===== src/rtl/sii_ncu_tx_pkg.sv =====
// Shared definitions for the SII-to-NCU inbound transmit path: header layout,
// payload beat count, transmit FSM states and the parity helper.
package sii_ncu_pkg;

  localparam int SII_NCU_TYPE_W   = 3;
  localparam int SII_NCU_ID_W     = 4;
  localparam int SII_NCU_INFO_W   = 9;
  localparam int SII_NCU_TYPE_LSB = 13;
  localparam int SII_NCU_ID_LSB   = 9;
  localparam int SII_NCU_INFO_LSB = 0;
  localparam int SII_NCU_HDR_W    = SII_NCU_TYPE_W + SII_NCU_ID_W + SII_NCU_INFO_W;
  localparam int SII_NCU_PL_W     = 128;
  localparam int SII_NCU_PKT_W    = SII_NCU_HDR_W + SII_NCU_PL_W;
  localparam int SII_NCU_BUS_W    = 32;
  localparam int SII_NCU_PL_BEATS = 4;

  typedef enum logic [1:0] {
    ST_IDLE,
    ST_REQ,
    ST_HDR,
    ST_PL
  } tx_state_e;

  // Even parity: the returned bit makes the total number of ones even.
  function automatic logic even_par16(input logic [15:0] half);
    return ^half;
  endfunction

  function automatic logic [1:0] bus_par(input logic [SII_NCU_BUS_W-1:0] word);
    return {even_par16(word[31:16]), even_par16(word[15:0])};
  endfunction

endpackage


===== src/rtl/sii_ncu_tx_fifo.sv =====
// QDEPTH-entry (1 or 2) packet queue holding header fields plus payload,
// with registered ready and occupancy count.
module sii_ncu_tx_fifo
  import sii_ncu_pkg::*;
#(
  parameter int QDEPTH = 2
) (
  input  logic                     iol2clk,
  input  logic                     rst,
  input  logic                     push,
  input  logic [SII_NCU_PKT_W-1:0] push_data,
  input  logic                     pop,
  output logic [SII_NCU_PKT_W-1:0] head,
  output logic                     rdy,
  output logic [1:0]               count
);

  logic [SII_NCU_PKT_W-1:0] mem [QDEPTH];
  logic                     wr_ptr;
  logic                     rd_ptr;
  logic [1:0]               count_nxt;

  function automatic logic ptr_inc(input logic p);
    return (int'(p) == QDEPTH - 1) ? 1'b0 : ~p;
  endfunction

  always_comb begin
    count_nxt = count;
    if (push && !pop)      count_nxt = count + 2'd1;
    else if (!push && pop) count_nxt = count - 2'd1;
  end

  assign head = mem[rd_ptr];

  // NOTE: the storage array has no reset; pointers and count alone define
  // which entries are valid, so flushing them is sufficient.
  always_ff @(posedge iol2clk) begin
    if (push) mem[wr_ptr] <= push_data;
  end

  // Ready is computed from the next count so it never depends on pkt_vld
  // combinationally, and it reopens the cycle after a pop from full.
  always_ff @(posedge iol2clk or posedge rst) begin
    if (rst) begin
      wr_ptr <= 1'b0;
      rd_ptr <= 1'b0;
      count  <= 2'd0;
      rdy    <= 1'b0;
    end else begin
      if (push) wr_ptr <= ptr_inc(wr_ptr);
      if (pop)  rd_ptr <= ptr_inc(rd_ptr);
      count <= count_nxt;
      rdy   <= (int'(count_nxt) < QDEPTH);
    end
  end

endmodule


===== src/rtl/sii_ncu_tx.sv =====
// SII-to-NCU inbound transmitter: queues packets, runs req/gnt, then sends a
// header beat and four payload beats with per-halfword even parity.
// Optional build macro SII_NCU_TX_PERR_INJ_EN enables payload parity-error injection.
module sii_ncu_tx
  import sii_ncu_pkg::*;
#(
  parameter int QDEPTH = 2
) (
  input  logic                      iol2clk,
  input  logic                      rst,
  input  logic                      pkt_vld,
  output logic                      pkt_rdy,
  input  logic [SII_NCU_TYPE_W-1:0] pkt_type,
  input  logic [SII_NCU_ID_W-1:0]   pkt_id,
  input  logic [SII_NCU_INFO_W-1:0] pkt_info,
  input  logic [SII_NCU_PL_W-1:0]   pkt_data,
  input  logic                      perr_inj,
  output logic                      sii_ncu_req,
  input  logic                      ncu_sii_gnt,
  output logic [SII_NCU_BUS_W-1:0]  sii_ncu_data,
  output logic [1:0]                sii_ncu_dparity,
  output logic                      tx_done,
  output logic                      proto_err
);

  tx_state_e                state;
  logic [1:0]               beat;
  logic [SII_NCU_PL_W-1:0]  shift;
  logic                     push;
  logic                     pop;
  logic                     pending;
  logic [SII_NCU_PKT_W-1:0] head;
  logic [1:0]               count;
  logic [SII_NCU_BUS_W-1:0] hdr_word;
  logic                     beat0_perr;

  assign push     = pkt_vld && pkt_rdy;
  assign pop      = (state == ST_REQ) && ncu_sii_gnt;
  // A packet arriving this very edge counts as queued, so req can rise with it.
  assign pending  = push || (count != 2'd0);
  assign hdr_word = {{(SII_NCU_BUS_W - SII_NCU_HDR_W){1'b0}},
                     head[SII_NCU_PKT_W-1 -: SII_NCU_HDR_W]};

`ifdef SII_NCU_TX_PERR_INJ_EN
  assign beat0_perr = perr_inj;
`else
  assign beat0_perr = perr_inj & 1'b0;
`endif

  sii_ncu_tx_fifo #(.QDEPTH(QDEPTH)) u_fifo (
    .iol2clk   (iol2clk),
    .rst       (rst),
    .push      (push),
    .push_data ({pkt_type, pkt_id, pkt_info, pkt_data}),
    .pop       (pop),
    .head      (head),
    .rdy       (pkt_rdy),
    .count     (count)
  );

  // The last payload beat is launched on the way out of PL, so the next req
  // (or return to idle) coincides with beat 3 on the bus.
  always_ff @(posedge iol2clk or posedge rst) begin
    if (rst) begin
      state           <= ST_IDLE;
      beat            <= 2'd0;
      shift           <= '0;
      sii_ncu_req     <= 1'b0;
      sii_ncu_data    <= '0;
      sii_ncu_dparity <= 2'b00;
      tx_done         <= 1'b0;
      proto_err       <= 1'b0;
    end else begin
      tx_done <= 1'b0;
      case (state)
        ST_IDLE: begin
          sii_ncu_data    <= '0;
          sii_ncu_dparity <= 2'b00;
          if (ncu_sii_gnt) proto_err <= 1'b1;
          if (pending) begin
            state       <= ST_REQ;
            sii_ncu_req <= 1'b1;
          end
        end
        ST_REQ: begin
          sii_ncu_data    <= '0;
          sii_ncu_dparity <= 2'b00;
          if (ncu_sii_gnt) begin
            state           <= ST_HDR;
            sii_ncu_req     <= 1'b0;
            shift           <= head[SII_NCU_PL_W-1:0];
            sii_ncu_data    <= hdr_word;
            sii_ncu_dparity <= bus_par(hdr_word);
          end
        end
        ST_HDR: begin
          if (ncu_sii_gnt) proto_err <= 1'b1;
          state           <= ST_PL;
          beat            <= 2'd0;
          sii_ncu_data    <= shift[SII_NCU_PL_W-1 -: SII_NCU_BUS_W];
          sii_ncu_dparity <= bus_par(shift[SII_NCU_PL_W-1 -: SII_NCU_BUS_W]) ^ {1'b0, beat0_perr};
          shift           <= {shift[SII_NCU_PL_W-SII_NCU_BUS_W-1:0], {SII_NCU_BUS_W{1'b0}}};
        end
        ST_PL: begin
          if (ncu_sii_gnt) proto_err <= 1'b1;
          beat            <= beat + 2'd1;
          sii_ncu_data    <= shift[SII_NCU_PL_W-1 -: SII_NCU_BUS_W];
          sii_ncu_dparity <= bus_par(shift[SII_NCU_PL_W-1 -: SII_NCU_BUS_W]);
          shift           <= {shift[SII_NCU_PL_W-SII_NCU_BUS_W-1:0], {SII_NCU_BUS_W{1'b0}}};
          if (beat == 2'(SII_NCU_PL_BEATS - 2)) begin
            tx_done     <= 1'b1;
            sii_ncu_req <= pending;
            state       <= pending ? ST_REQ : ST_IDLE;
          end
        end
        default: state <= ST_IDLE;
      endcase
    end
  end

endmodule

===== config.mk =====
export PLATFORM = sky130hd
export DESIGN_NAME = sii_ncu_tx
export DESIGN_NICKNAME = d
export VERILOG_FILES = /design/src/rtl/sii_ncu_tx_pkg.sv /design/src/rtl/sii_ncu_tx_fifo.sv /design/src/rtl/sii_ncu_tx.sv
export SDC_FILE = /design/constraint.sdc
export NUM_CORES = 1
export LEC_CHECK = 0
export ABC_CLOCK_PERIOD_IN_PS = 9400
export CAP_MARGIN = 20
export CORE_MARGIN = 5
export CORE_UTILIZATION = 45
export DETAILED_ROUTE_END_ITERATION = 16
export GPL_TIMING_DRIVEN = 0
export PLACE_DENSITY = 0.66
export RECOVER_POWER = 25
export SKIP_LAST_GASP = 1
export SYNTH_ARGS = -nofsm -noshare
export SYNTH_HDL_FRONTEND = slang
export SYNTH_SLANG_ARGS = --single-unit

===== constraint.sdc =====
create_clock -name iol2clk -period 9.4 [get_ports iol2clk]
set_clock_uncertainty 0.2 [all_clocks]
set_input_delay 2.35 -clock iol2clk [delete_from_list [all_inputs] [get_ports iol2clk]]
set_output_delay 2.35 -clock iol2clk [all_outputs]
set_load 0.05 [all_outputs]

# Word level (Yosys, flattened, before mapping)
# Memory sizes are Yosys's and may differ from the RTL's.
# Index checks and enable logic that the tools add are counted.
# op_classes
n_addsub	3
n_lt_le_gt_ge	1
eq_ne	7
mux	24
n_bitwise	2
reduce_logical	21
# ops
cell	n
$pmux 128 s2	1
$mux 128	1
$pmux 32 s3	1
$reduce_xor 16->1	3
$mux 16	1
$mux 1	11
$mux 2	5
$pmux 2 s4	1
$eq 2x2->1 const B	3
$ne 2x2->1 const B	3
$pmux 2 s3	1
$reduce_bool 2->1	3
$add 2x1->2 const B	2
$logic_and 1x1->1	4
$pmux 2 s2	1
$reduce_and 2->1	2
$reduce_and 4->1	1
$pmux 1 s3	1
$reduce_and 3->1	1
$reduce_bool 3->1	1
$reduce_or 3->1	1
$eq 2x1->1 const B	1
$logic_not 1->1	2
$logic_not 2->1	1
other kinds (5)	6
# word_totals
regBits	174
ramBits	288
input_bits	149
output_inout_bits	38
memories	1
# memory_table
memory	words	width	rd	rd_ports_with_merged_regs	wr	line_no	rtl
u_fifo.mem	2	144	1	0	1	sii_ncu_tx_fifo.sv:18	logic [SII_NCU_PKT_W-1:0] mem [QDEPTH];

# Longest topological paths before layout
# logic_depth
depth_word	6
depth_mapped	10

# By module
# A second synthesis with hierarchy kept.
# hier_totals
cells_unflattened	1194
hier_area_um2	18504.0
# by_module_without_submodules
module	n_inst	cells_each	area_per_inst_um2
sii_ncu_tx_fifo	1	476	10854.2
sii_ncu_tx	1	718	7649.8

# Worst setup path before layout
# Ideal clock, no wire load.
# synth_timing
kind	input-to-reg
from	in pkt_vld
to	mem u_fifo.mem[0][0] (netlist name) (enable)
setup_ns	0.650
arrival_ns	8.508
path_slack_ns	0.042
stages	2
cell_sequence	nand2_1 > nor2_1
# synth_via
elab_chain_len	3
# synth_rtl
item	line_no	rtl
start: declaration	sii_ncu_tx.sv:11	input logic pkt_vld,
$logic_and 1x1->1	sii_ncu_tx.sv:37	assign push = pkt_vld && pkt_rdy;
$mux 1	sii_ncu_tx_fifo.sv:38	if (push) mem[wr_ptr] <= push_data;
$mux 1 (implied by the code)	sii_ncu_tx_fifo.sv:38	
end: declaration	sii_ncu_tx_fifo.sv:18	
# No other way between the ends.

# Final worst setup path
# layout_timing
from	reg sii_ncu_data[22]
to	out sii_ncu_data[22]
# layout_rtl
item	line_no	rtl
start: declaration	sii_ncu_tx.sv:20	output logic [SII_NCU_BUS_W-1:0] sii_ncu_data,
start signal: assignment	sii_ncu_tx.sv:92	sii_ncu_data <= hdr_word;
start signal: assignment	sii_ncu_tx.sv:100	sii_ncu_data <= shift[SII_NCU_PL_W-1 -: SII_NCU_BUS_W];
start signal: assignment	sii_ncu_tx.sv:107	sii_ncu_data <= shift[SII_NCU_PL_W-1 -: SII_NCU_BUS_W];
# No word-level cell between the ends.

==> metrics.cfg <==
[yosys]
yosysSeqAreaShare_pct = 71.6
syn_avg_cell_area_um2 = 14.0
synth-compound-area-share_pct = 7.64
synthSimpleGateAreaFrac_pct = 6.09
ys_ff_latch = 462
synthArstFlopShare_pct = 37.7
synth_top_flop_cell = edfxtp_1
yosys_warnings = 0
synth_edf_count = 288
synthAdderAreaFrac_pct = 0.689
syn_area_um2 = 18200
synth_top_family_by_area = multiplexers
synthCells = 1296
synth_fp_nets = 1455
synth-xor-area-share_pct = 2.65
synthDistinctLibCells = 34
synthMuxAreaShare_pct = 8.44

[floorplan]
start_util_pct = 45.6
die_h_um = 211
die-area_um2 = 44500
coreArea_um2 = 39800
num_rows = 73
io_pins = 187
die_w_um = 211

[setup_path]
rr_startpoint = state[0]
arrival_ns = 1.75
end_kind = output port
critical_path_class = flop to output port
crit_required_ns = 6.85
crit_family = buffers and inverters
slowest_delay_ns = 0.82
critPathLaunchType = flop
path_cells = clkdlybuf4s50_1
worst-path-buf-inv = 1
crit_slowest_cell = clkdlybuf4s50_1
startpoint = sii_ncu_data[22]
critical_path.max_fanout = 1

[cts]
cts_max_level = 2
numCtsBuffers = 48
cts_hold_buf = 0
post_cts_resized = 0
cts_tree = done
postCtsSetupBuffers = 0
clock_latency_ns = 0.57
cts_buffer_depth = 3
cts.sinks = 462
clk_root_buffer_cell = clkbuf_16
clkTransAtPathRegs_ns = 0.06

[routing]
wirelength_mm = 40.7
wl_per_cell_um = 19.3
first_iter_violations = 583
drc = 0
drt-pass1-iter-count = 5
drtAntennaViolNets = 0
viasPerCell = 5.06
vias = 10700

[global_route]
grt_pass1_vias = 11200
grtUsageMet1_pct = 24.4
grt_pass1_wl_mm = 62.6
use_met3_pct = 3.39
grt.met2_usage_pct = 31.3
grt_max_degree = 104
gr-max-usage-layer = met2
grt_overflow = 0
antenna_found_initial = 5
grt.total_usage_pct = 18.3

[layout]
nNetsFinal = 1699
seq_area_um2 = 13000
multi_input_area_um2 = 4650
fill_cells = 3296
layout-drive-gt1-share_pct = 9.11
layout-area-overhead-vs-synth_pct = 23.2
mostFrequentLayoutCells = edfxtp_1 (288), dfrtp_1 (174), mux2i_1 (152), nand2_1 (150), dlygate4sd3_1 (110)
mostFrequentLayoutCell = edfxtp_1
fin_cells = 2108

[place]
place_ws_ns = 4.55
hpwl_mm = 29.5
routabilityCongestion = 0.829
dp_cells = 2015
port_buffers = 185

[worst_hold_path]
hp-class = flop to flop
worstHoldStart = shift[11]

[power_and_ir_drop]
netSwitchingPower_w = 0.00296
vdd_drop_max_uv = 159
p_per_area_nw_per_um2 = 358
comb_power_share_pct = 38.9
switching_share_pct = 36.9
power.internal_w = 0.00507
power_frac_seq_pct = 38.8
p_leak_nw = 8.73
clock_power_share_pct = 22.2

[sta]
finalSetupViolCount = 0
tightestPinTransition_ns = 0.690
fmax_mhz = 232
post-route-period-util_pct = 45.8
tns_ns = 0
setup_ws_ns = 5.10
slew_violations = 0
relSlewSlack_pct = 54.0
min_period_ns = 4.30
rsz0062_at_grt = false
hold_viol_final = 0

[status]
status = finished clean

[run]
drv_cap = 0

-- final timing paths --
kind                                    endpoint  slack, ns  cells after the start
worst max-delay path            sii_ncu_data[22]       5.10                      1
worst min-delay path                   shift[11]       0.28                      2
worst max register to register         shift[51]       6.71                      8
worst min register to register         shift[11]       0.28                      2
max in group asynchronous              shift[91]       6.07                      3
min in group asynchronous             u_fifo.rdy       2.01                      2
-- metal layers --
| metal | wire length, um | vias up |
|---|---|---|
| li1 | - | 5122 |
| met1 | 17700 | 5243 |
| met2 | 20300 | 244 |
| met3 | 1870 | 61 |
| met4 | 793 | 2 |
| met5 | 8 | - |
-- per-stage QoR --
| step | hold WS (ns) | total power [W] | instance area [um^2] | util (%) |
|---|---|---|---|---|
| floorplan | 0.249 | 0.00534 | 18200 | - |
| global placement | 0.249 | 0.00629 | 20700 | 51.9 |
| detailed placement | 0.266 | 0.00633 | 20900 | 52.5 |
| CTS | 0.279 | 0.00813 | 22400 | 56.2 |
| global route | 0.296 | 0.00853 | 22400 | 56.2 |
| finish | 0.275 | 0.00803 | 22400 | 56.2 |
-- synthesized netlist by cell type (2+ instances only) --
cell type,instances,area [um^2]
and2_1,17,106
buf_4,11,82.6
o31ai_2,6,75.1
ha_1,10,125
a21oi_1,97,485
clkbuf_1,15,56.3
buf_2,29,145
and3_1,2,12.5
nor3_1,2,10.0
mux2i_1,152,1520
a21o_1,2,15.0
buf_6,16,180
o21ai_0,97,485
buf_1,2,7.51
nand2_1,150,563
edfxtp_1,288,8650
nor2_1,103,387
dfrtp_1,174,4350
xnor2_1,36,315
inv_1,10,37.5
xor2_1,19,166
o31ai_1,26,195
o21ai_1,21,105
-- worst min-delay path, delay by kind of cell (launching register included) --
family	cells	cell delay [ns]
AOI/OAI and AO/OA	1	0.05
and+or+nand+nor	1	0.05
DFF	1	0.34
-- flip-flops by register name, summed over array words and instances, names as in the netlist --
name             count
u_fifo.rd_ptr        1
beat                 2
u_fifo.mem         288
u_fifo.wr_ptr        1
shift              128
proto_err            1
u_fifo.count         2
u_fifo.rdy           1
state                2
sii_ncu_data        32
sii_ncu_req          1
tx_done              1
sii_ncu_dparity      2
-- cell families (layout without fill, tap and decap cells) --
logic type,after synthesis,after routing
flops,462,462
simple gates,278,278
compound gates,252,252
mux,153,153
buf+inv,86,370
xor+xnor,55,55
fa+ha+maj,10,10
other cells,0,3
-- layout make-up --
| class | instances | area share (%) |
|---|---|---|
| inverter | 11 | 0.218 |
| tap | 525 | 2.93 |
| clock buffer | 76 | 6.20 |
| buffer | 75 | 2.18 |
| sequential | 462 | 58.1 |
| antenna | 3 | 0.0335 |
| multi-input combinational | 748 | 20.8 |
| clock inverter | 14 | 0.447 |
| timing repair buffer | 194 | 9.17 |
-- power groups by stage --
stage	Combinational, W	Sequential (W)	Clock, W
floorplan	0.00204	0.00330	0
global placement	0.00306	0.00323	0
detailed placement	0.00318	0.00315	0
CTS	0.00319	0.00311	0.00182
global route	0.00345	0.00317	0.00191
finish	0.00313	0.00312	0.00179
No activity file was read; power rests on OpenSTA's default activity.
